`src/rtl/dff_bank_arbiter_if.sv`:
```
// Bus between the requesting datapath blocks and the shared register arbiter.
// The master side drives requests and write data; the slave side returns grant and register state.
interface dff_bank_arbiter_if #(
  parameter int NREQ  = 4,
  parameter int WIDTH = 8
);
  localparam int IW = (NREQ > 1) ? $clog2(NREQ) : 1;

  logic [NREQ-1:0]       req;
  logic [NREQ*WIDTH-1:0] d_in;
  logic [NREQ-1:0]       gnt;
  logic [WIDTH-1:0]      q;
  logic [WIDTH-1:0]      nq;
  logic                  busy;
  logic [IW-1:0]         last_id;

  modport master (output req, d_in, input gnt, q, nq, busy, last_id);
  modport slave  (input req, d_in, output gnt, q, nq, busy, last_id);
endinterface

```
`src/rtl/dff_bank_arbiter.sv`:
```
// Round-robin write arbiter in front of one shared WIDTH-bit register.
// Each accepted write is followed by a HOLD_CYC lock-out window.
module dff_bank_arbiter #(
  parameter int NREQ     = 4,
  parameter int WIDTH    = 8,
  parameter int HOLD_CYC = 2
) (
  input  logic              clk,
  input  logic              nrst,
  dff_bank_arbiter_if.slave bus
);
  localparam int IW = (NREQ > 1) ? $clog2(NREQ) : 1;
  localparam int CW = (HOLD_CYC > 0) ? $clog2(HOLD_CYC + 1) : 1;

  typedef enum logic [1:0] {IDLE, GRANT, HOLD} state_t;

  state_t           state_q, state_d;
  logic [IW-1:0]    ptr_q, ptr_d;
  logic [IW-1:0]    id_q, id_d;
  logic [IW-1:0]    last_id_q, last_id_d;
  logic [CW-1:0]    cnt_q, cnt_d;
  logic [NREQ-1:0]  gnt_q, gnt_d;
  logic [WIDTH-1:0] q_q, q_d;

  logic [WIDTH-1:0]  din [NREQ];
  logic [2*NREQ-1:0] dbl;
  logic [NREQ-1:0]   rot;
  logic [IW:0]       sum;
  logic              found;
  logic [IW-1:0]     pick;

  for (genvar g = 0; g < NREQ; g++) begin : g_din
    assign din[g] = bus.d_in[g*WIDTH +: WIDTH];
  end

  // Rotate requests so bit 0 is the pointer's requester, then take the first set bit.
  assign dbl = {bus.req, bus.req} >> ptr_q;
  assign rot = dbl[NREQ-1:0];

  always_comb begin
    found = 1'b0;
    pick  = ptr_q;
    sum   = '0;
    for (int i = 0; i < NREQ; i++) begin
      if (!found && rot[i]) begin
        found = 1'b1;
        sum   = {1'b0, ptr_q} + (IW+1)'(i);
        if (sum >= (IW+1)'(NREQ)) sum = sum - (IW+1)'(NREQ);
        pick  = sum[IW-1:0];
      end
    end
  end

  always_comb begin
    state_d   = state_q;
    ptr_d     = ptr_q;
    id_d      = id_q;
    last_id_d = last_id_q;
    cnt_d     = cnt_q;
    gnt_d     = '0;
    q_d       = q_q;
    unique case (state_q)
      IDLE: begin
        if (found) begin
          gnt_d[pick] = 1'b1;
          id_d        = pick;
          state_d     = GRANT;
        end
      end
      GRANT: begin
        // Commit unconditionally: a requester dropping req mid-grant still writes.
        q_d       = din[id_q];
        last_id_d = id_q;
        ptr_d     = (id_q == IW'(NREQ - 1)) ? '0 : id_q + 1'b1;
        if (HOLD_CYC == 0) begin
          state_d = IDLE;
        end else begin
          state_d = HOLD;
          cnt_d   = CW'(HOLD_CYC);
        end
      end
      HOLD: begin
        cnt_d = cnt_q - 1'b1;
        if (cnt_q <= CW'(1)) state_d = IDLE;
      end
      default: state_d = IDLE;
    endcase
  end

  always_ff @(posedge clk) begin
    if (!nrst) begin
      state_q   <= IDLE;
      ptr_q     <= '0;
      id_q      <= '0;
      last_id_q <= '0;
      cnt_q     <= '0;
      gnt_q     <= '0;
      q_q       <= '0;
    end else begin
      state_q   <= state_d;
      ptr_q     <= ptr_d;
      id_q      <= id_d;
      last_id_q <= last_id_d;
      cnt_q     <= cnt_d;
      gnt_q     <= gnt_d;
      q_q       <= q_d;
    end
  end

  assign bus.gnt     = gnt_q;
  assign bus.q       = q_q;
  assign bus.nq      = ~q_q;
  assign bus.busy    = (state_q != IDLE);
  assign bus.last_id = last_id_q;
endmodule

```
`src/flat_wrapper.sv`:
```
// flat-port wrapper written by rule: the top's interface ports become plain ports
module dff_bank_arbiter_flat 
#(
  parameter int NREQ     = 4,
  parameter int WIDTH    = 8,
  parameter int HOLD_CYC = 2
)
  (clk, nrst, bus_req, bus_d_in, bus_gnt, bus_q, bus_nq, bus_busy, bus_last_id);
  dff_bank_arbiter_if #(.NREQ(NREQ), .WIDTH(WIDTH)) bus_i ();
  input  logic clk;
  input  logic nrst;
  input wire logic [$bits(bus_i.req)-1:0] bus_req;
  input wire logic [$bits(bus_i.d_in)-1:0] bus_d_in;
  output wire logic [$bits(bus_i.gnt)-1:0] bus_gnt;
  output wire logic [$bits(bus_i.q)-1:0] bus_q;
  output wire logic [$bits(bus_i.nq)-1:0] bus_nq;
  output wire logic [$bits(bus_i.busy)-1:0] bus_busy;
  output wire logic [$bits(bus_i.last_id)-1:0] bus_last_id;
  assign bus_i.req = bus_req;
  assign bus_i.d_in = bus_d_in;
  assign bus_gnt = bus_i.gnt;
  assign bus_q = bus_i.q;
  assign bus_nq = bus_i.nq;
  assign bus_busy = bus_i.busy;
  assign bus_last_id = bus_i.last_id;
  dff_bank_arbiter #(.NREQ(NREQ), .WIDTH(WIDTH), .HOLD_CYC(HOLD_CYC)) u_core (.clk(clk), .nrst(nrst), .bus(bus_i));
endmodule
```
`config.mk`:
```
export PLATFORM = sky130hd
export DESIGN_NAME = dff_bank_arbiter_flat
export DESIGN_NICKNAME = d
export VERILOG_FILES = /design/src/rtl/dff_bank_arbiter_if.sv /design/src/rtl/dff_bank_arbiter.sv /design/src/flat_wrapper.sv
export SDC_FILE = /design/constraint.sdc
export NUM_CORES = 1
export LEC_CHECK = 0
export CORE_MARGIN = 5
export CORE_UTILIZATION = 43
export DETAILED_ROUTE_END_ITERATION = 6
export HOLD_SLACK_MARGIN = 0.08
export PLACE_DENSITY = 0.85
export RECOVER_POWER = 50
export SETUP_SLACK_MARGIN = 0.15
export SKIP_LAST_GASP = 1
export SLEW_MARGIN = 15
export SYNTH_ARGS = -nofsm -noshare
export SYNTH_HDL_FRONTEND = slang
export SYNTH_SLANG_ARGS = --single-unit
```
`constraint.sdc`:
```
create_clock -name clk -period 2.3 [get_ports clk]
set_clock_uncertainty 0.05 [all_clocks]
set_input_delay 0.46 -clock clk [delete_from_list [all_inputs] [get_ports clk]]
set_output_delay 0.46 -clock clk [all_outputs]
set_load 0.1 [all_outputs]
```
==> results.toml, run 1 <==
[worst_setup_path]
r2r-start = "u_core.state_q[1]$_SDFFE_PN0P_"
cp.required_ns = 1.79
endpoint_kind = "primary output"
cp.arrival_ns = 1.35
crit_path_max_incr_delay_ns = 0.39
crit_path_start = "u_core.state_q[0]$_SDFFE_PN0P_"
setup.worst_path.start_class = "register"
rr_worst_depth = 4
crit_chain = "inv_1 -> ha_1 -> inv_1 -> buf_12"
worst-path-max-fanout = 3
critPathKind = "reg2out"
cpMostUsedCell = "inv_1"
critPathSlowestCell = "dfxtp_1"

[hold_path]
hp-start = "u_core.bus.last_id[0]$_SDFFE_PN0N_"
hold_depth = 2
hold_class = "reg2reg"

[global_routing]
grt_max_degree = 13
antenna_found_initial = 0
gr-total-overflow = 0
met2_usage = 0.272
grt_use_total = 0.156
grt_pass1_vias = 1108
grtUsageMet3 = 0.0355
grt.met1_usage = 0.191
busiest_layer = "met2"
grt_pass1_wl_um = 5090

[cts]
clockBufferDepth = 2
path_clk_slew_ns = 0.12
clock_sinks = 22
postCtsSetupRepairBufs = 0
h-tree-depth = 1
ctsResizeCount = 0
root_buffer = "clkbuf_4"
worstSkewPairLatency_ns = 0.30
hold_buffers = 0
cts_tree = "done"
numCtsBuffers = 3

[synth]
synth_top_area_frac = 0.361
synth_compound_area_frac = 0.0861
synth-xor-area-share = 0
ys.flop_type = "dfxtp_1"
ys_ff_latch = 22
muxShareOfSynthArea = 0.265
synth-simple-area-share = 0.155
synth_fa_ha_area_frac = 0.0615
syn_nets = 159
synth_area_leaders = "dfxtp_1 36%, mux4_2 13%, mux2i_1 11%"
synthesis.area_um2 = 1220
syn_inst = 115
synth_area_per_cell_um2 = 10.6
synthArstFlopShare = 0
synth_cell_types = 30
synth_top_family_by_area = "multiplexers"
synth_edf_count = 0
synth_top_cell_by_area = "dfxtp_1"
yosys_warnings = 0
seq_area_frac_synth = 0.361

[job]
maxCapViolCount = 0

[final_layout]
layout_common_cells = "37 x clkdlybuf4s50_1, 22 x dfxtp_1, 19 x clkbuf_2, 15 x inv_1, 15 x nor2b_1"
n_antenna_cell = 0
synthToLayoutAreaGrowth_pct = 45.9
drive_gt1_frac = 0.233
final_net_count = 221
final_common_cell = "clkdlybuf4s50_1"
final_area_um2 = 1780
nFillCells = 231

[sta]
final-setup-viol-count = 0
period_minus_slack_ns = 1.86
drv_slew = 0
rsz0062_at_grt = "false"
finalHoldViolCount = 0
slew_headroom = 0.525
final.period_utilization = 0.809
fin_tns_setup_ns = 0
worstMarginPinSlew_ns = 0.713
fin_ws_ns = 0.440
fmax_ghz = 0.538

[place]
place_ws_ns = 0.309
gp_congestion = 0.703
place_area_um2 = 1800
port_buffers = 60
hpwl_um = 2530

[drt]
vias_per_cell = 5.14
post_drt_wl_per_cell_um = 15.1
postRouteAntennaNets = 0
remaining_drc_errors = 0
num_vias = 1064
drtIter0Drc = 32
drt_pass1_iterations = 5
drt-total-wl_um = 3130

[power_and_ir_drop]
p_clk_frac = 0.154
comb_power_share = 0.500
intPower_mw = 0.737
p_sw_frac = 0.453
pwr-share-seq = 0.345
p_leak_nw = 0.729
switchingPower_mw = 0.611
vdd_drop_max_mv = 0.624
power.density_cell_area_nw_per_um2 = 756

[die]
rows = 19
coreArea_um2 = 2730
die_width_um = 63.3
start_util = 0.447
die_area_um2 = 4010
ios = 61
die_height_um = 63.3

[status]
outcome = "complete, no violations"
==> per-layer routing <==
layer / routed length, um / share of wire / vias to the layer above
met2: 1450 / 0.46 / 49
met3: 290 / 0.093 / 2
met4: 23 / 0.0074 / 0
met1: 1360 / 0.43 / 491
met5: 0 / 0 / -
li1: - / - / 522
==> sequential cells by signal, indices dropped and copies added, names as in the netlist <==
signal and cells:
u_core.bus.gnt 4, u_core.bus.last_id 2, u_core.bus.q 8, u_core.cnt_q 2
u_core.id_q 2, u_core.ptr_q 2, u_core.state_q 2
==> through the flow <==
stage                     total power, mW  instances  hold slack, ns   util
after floorplan                     0.984        115           0.459      -
after global placement               1.16        203           0.448  0.658
after detailed placement             1.17        203           0.457  0.658
after CTS                            1.38        207           0.484  0.671
after global routing                 1.41        207           0.504  0.652
final                                1.35        207           0.482  0.652
==> Yosys cell counts (2+ instances only) <==
master,instances
nor3_1,2
mux4_2,7
clkbuf_1,2
mux2i_1,14
a21oi_1,5
nor2b_1,15
and3b_1,2
inv_1,15
nand2_1,3
o21ai_0,2
ha_1,6
nor2_1,3
dfxtp_1,22
==> area by class of cell <==
class,instances,area (um^2),share of cell area
Timing Repair Buffer,62,523,0.294
Multi-Input combinational cell,73,687,0.386
Tap cell,31,38.8,0.0218
Clock buffer,4,36.3,0.0204
Inverter,15,56.3,0.0316
Sequential cell,22,440,0.247
==> power by group through the flow <==
stage               registers (mW)  clock network, mW  logic, mW
detailed placement           0.474                  0      0.698
finish                       0.465              0.208      0.674
global placement             0.471                  0      0.684
global route                 0.472              0.227      0.709
CTS                          0.466              0.214      0.699
floorplan                    0.631                  0      0.353
==> cell families (layout without fill, tap and decap cells) <==
logic type | count (synthesis) | count (layout)
and+or+nand+nor | 30 | 30
AOI/OAI and AO/OA | 15 | 15
DFF | 22 | 22
buffers and inverters | 20 | 81
adders and majority gates | 6 | 6
muxes | 22 | 22
==> critical path, delay by kind of cell, from the launching register on <==
| kind | cells | cell delay [ns] |
|---|---|---|
| DFF | 1 | 0.39 |
| adders and majority gates | 1 | 0.24 |
| buffers and inverters | 3 | 0.42 |
==> path summary, 6_finish.rpt <==
| check | to | slack (ns) |
|---|---|---|
| worst max-delay path | bus_busy | 0.44 |
| worst min-delay path | u_core.bus.last_id[0]$_SDFFE_PN0N_ | 0.48 |
| worst max register to register | u_core.ptr_q[0]$_SDFFE_PN0N_ | 0.72 |
| worst min register to register | u_core.bus.last_id[0]$_SDFFE_PN0N_ | 0.48 |
Power figures use the tool's default switching activity.
==> inputs of run 2 (changes only) <==
--- a/config.mk
+++ b/config.mk
@@ -6,10 +6,10 @@
 export NUM_CORES = 1
 export LEC_CHECK = 0
 export CORE_MARGIN = 5
-export CORE_UTILIZATION = 43
+export CORE_UTILIZATION = 40
 export DETAILED_ROUTE_END_ITERATION = 6
 export HOLD_SLACK_MARGIN = 0.08
-export PLACE_DENSITY = 0.85
+export PLACE_DENSITY = 0.8
 export RECOVER_POWER = 50
 export SETUP_SLACK_MARGIN = 0.15
 export SKIP_LAST_GASP = 1
==> constraint.sdc (replaced) <==
create_clock -name clk -period 1.9 [get_ports clk]
set_clock_uncertainty 0.05 [all_clocks]
set_input_delay 0.38 -clock clk [delete_from_list [all_inputs] [get_ports clk]]
set_output_delay 0.38 -clock clk [all_outputs]
set_load 0.1 [all_outputs]
==> run 2 against run 1 <==
Effect of this change:
- non-clock buffer count increased by 3
- routed wire length is 9.2% higher
- flip-flop and latch count stayed put
- sequential share of layout area down 3.7 points
- critical path depth unchanged
- power rose by 35%
- sequential power increased by 25%
- worst hold slack lost 0.0012 ns
- count of clock-buffer cells in the layout unchanged
- largest cell class is now buffers
- highest routed layer unchanged
==> results.toml, run 2 (same netlist as run 1, synthesis figures left out) <==
[drt]
drt-total-wl_um = 3420
drt_pass1_iterations = 4
remaining_drc_errors = 0
post_drt_wl_per_cell_um = 16.1
postRouteAntennaNets = 0
drtIter0Drc = 24
num_vias = 1090
vias_per_cell = 5.14

[sta]
rsz0062_at_grt = "false"
drv_slew = 0
worstMarginPinSlew_ns = 0.555
fin_tns_setup_ns = 0
period_minus_slack_ns = 1.73
fin_ws_ns = 0.167
final-setup-viol-count = 0
fmax_ghz = 0.577
whs_ns = 0.481
finalHoldViolCount = 0
slew_headroom = 0.631
final.period_utilization = 0.912

[global_routing]
busiest_layer = "met2"
gr-total-overflow = 0
grt.met1_usage = 0.185
grt_pass1_vias = 1156
met2_usage = 0.308
grtUsageMet3 = 0.0325
grt_max_degree = 13
antenna_found_initial = 0
grt_use_total = 0.168
grt_pass1_wl_um = 5510

[cts]
numCtsBuffers = 3
clockBufferDepth = 2
cts_tree = "done"
root_buffer = "clkbuf_4"
worstSkewPairLatency_ns = 0.31
path_clk_slew_ns = 0.12
h-tree-depth = 1
clock_sinks = 22
postCtsSetupRepairBufs = 0

[power_and_ir_drop]
p_leak_nw = 0.812
power.total_mw = 1.82
power.density_cell_area_nw_per_um2 = 869
vdd_drop_max_mv = 0.385

[final_layout]
fin_util = 0.702
nFillCells = 230
layout_common_cells = "37 x clkdlybuf4s50_1, 22 x dfxtp_1, 17 x buf_12, 15 x nor2b_1, 14 x mux2i_1"
largest_reg_flops = 8
final_net_count = 224
synthToLayoutAreaGrowth_pct = 71.2
n_antenna_cell = 0
drive_gt1_frac = 0.313
final_common_cell = "clkdlybuf4s50_1"

[hold_path]
hold_class = "reg2reg"
hp-start = "u_core.id_q[0]$_SDFFE_PN0P_"

[place]
hpwl_um = 2830
port_buffers = 60
gp_congestion = 0.704
place_ws_ns = 0.0156

[worst_setup_path]
critPathKind = "reg2out"
r2r-start = "u_core.id_q[0]$_SDFFE_PN0P_"
cp.arrival_ns = 1.30
setup.worst_path.start_class = "register"
crit_path_start = "u_core.state_q[1]$_SDFFE_PN0P_"
cp-endpoint = "bus_busy"
r2r_end = "u_core.bus.q[6]$_SDFFE_PN0N_"
rrSetupSlack_ns = 0.39
worst-path-max-fanout = 3
crit_path_max_incr_delay_ns = 0.35
critPathSlowestCell = "dfxtp_1"
cp.required_ns = 1.47
rr_worst_depth = 4
crit_chain = "inv_1 -> ha_4 -> clkinvlp_4 -> buf_12"
endpoint_kind = "primary output"

[die]
rows = 20
ios = 61
die_area_um2 = 4260
start_util = 0.410
die_width_um = 65.3
die_height_um = 65.3
coreArea_um2 = 2980

[status]
outcome = "complete, no violations"

[job]
maxCapViolCount = 0
==> run 2: timing repair <==
item                       in CTS  in global routing
resized for setup               4                  0
setup endpoints to repair       1                  0
hold buffers                    0                  0
==> run 2: cell type report <==
type                    instances  area, um^2  area share
repair buffers                 65         776       0.371
multi-input cells              73         709       0.339
inverters                      15        87.6      0.0419
well taps                      33        41.3      0.0197
flip-flops and latches         22         440       0.211
clock buffers                   4        36.3      0.0174
==> run 2: how the worst min path moves through the flow <==
stage / endpoint / slack [ns] / depth (start not counted)
finish: u_core.id_q[0]$_SDFFE_PN0P_ / 0.48 / 2
global route: u_core.id_q[0]$_SDFFE_PN0P_ / 0.49 / 2
global placement: u_core.id_q[0]$_SDFFE_PN0P_ / 0.41 / 2
detailed placement: u_core.id_q[0]$_SDFFE_PN0P_ / 0.43 / 2
CTS: u_core.id_q[0]$_SDFFE_PN0P_ / 0.45 / 2
floorplan: u_core.state_q[1]$_SDFFE_PN0P_ / 0.46 / 2
==> run 2: layer usage <==
| layer | vias up | routed length, um |
|---|---|---|
| li1 | 527 | - |
| met5 | - | 0 |
| met2 | 48 | 1720 |
| met4 | 0 | 65 |
| met1 | 510 | 1320 |
| met3 | 5 | 311 |
==> run 2: metrics by stage <==
step | cell area [um^2] | cells
floorplan | 1270 | 115
global placement | 2130 | 208
detailed placement | 2130 | 208
CTS | 2170 | 212
global route | 2090 | 212
finish | 2090 | 212
==> run 2: power by group <==
| group | switching (mW) | internal [mW] | total [mW] |
|---|---|---|---|
| clock | 0.139 | 0.117 | 0.257 |
| sequential | 0.0704 | 0.512 | 0.583 |
| combinational | 0.581 | 0.398 | 0.978 |
==> run 2: worst max-delay path: cells and delay by family (launching register included) <==
| family | cells | cell delay, ns |
|---|---|---|
| fa+ha+maj | 1 | 0.18 |
| buf+inv | 3 | 0.46 |
| flops | 1 | 0.35 |
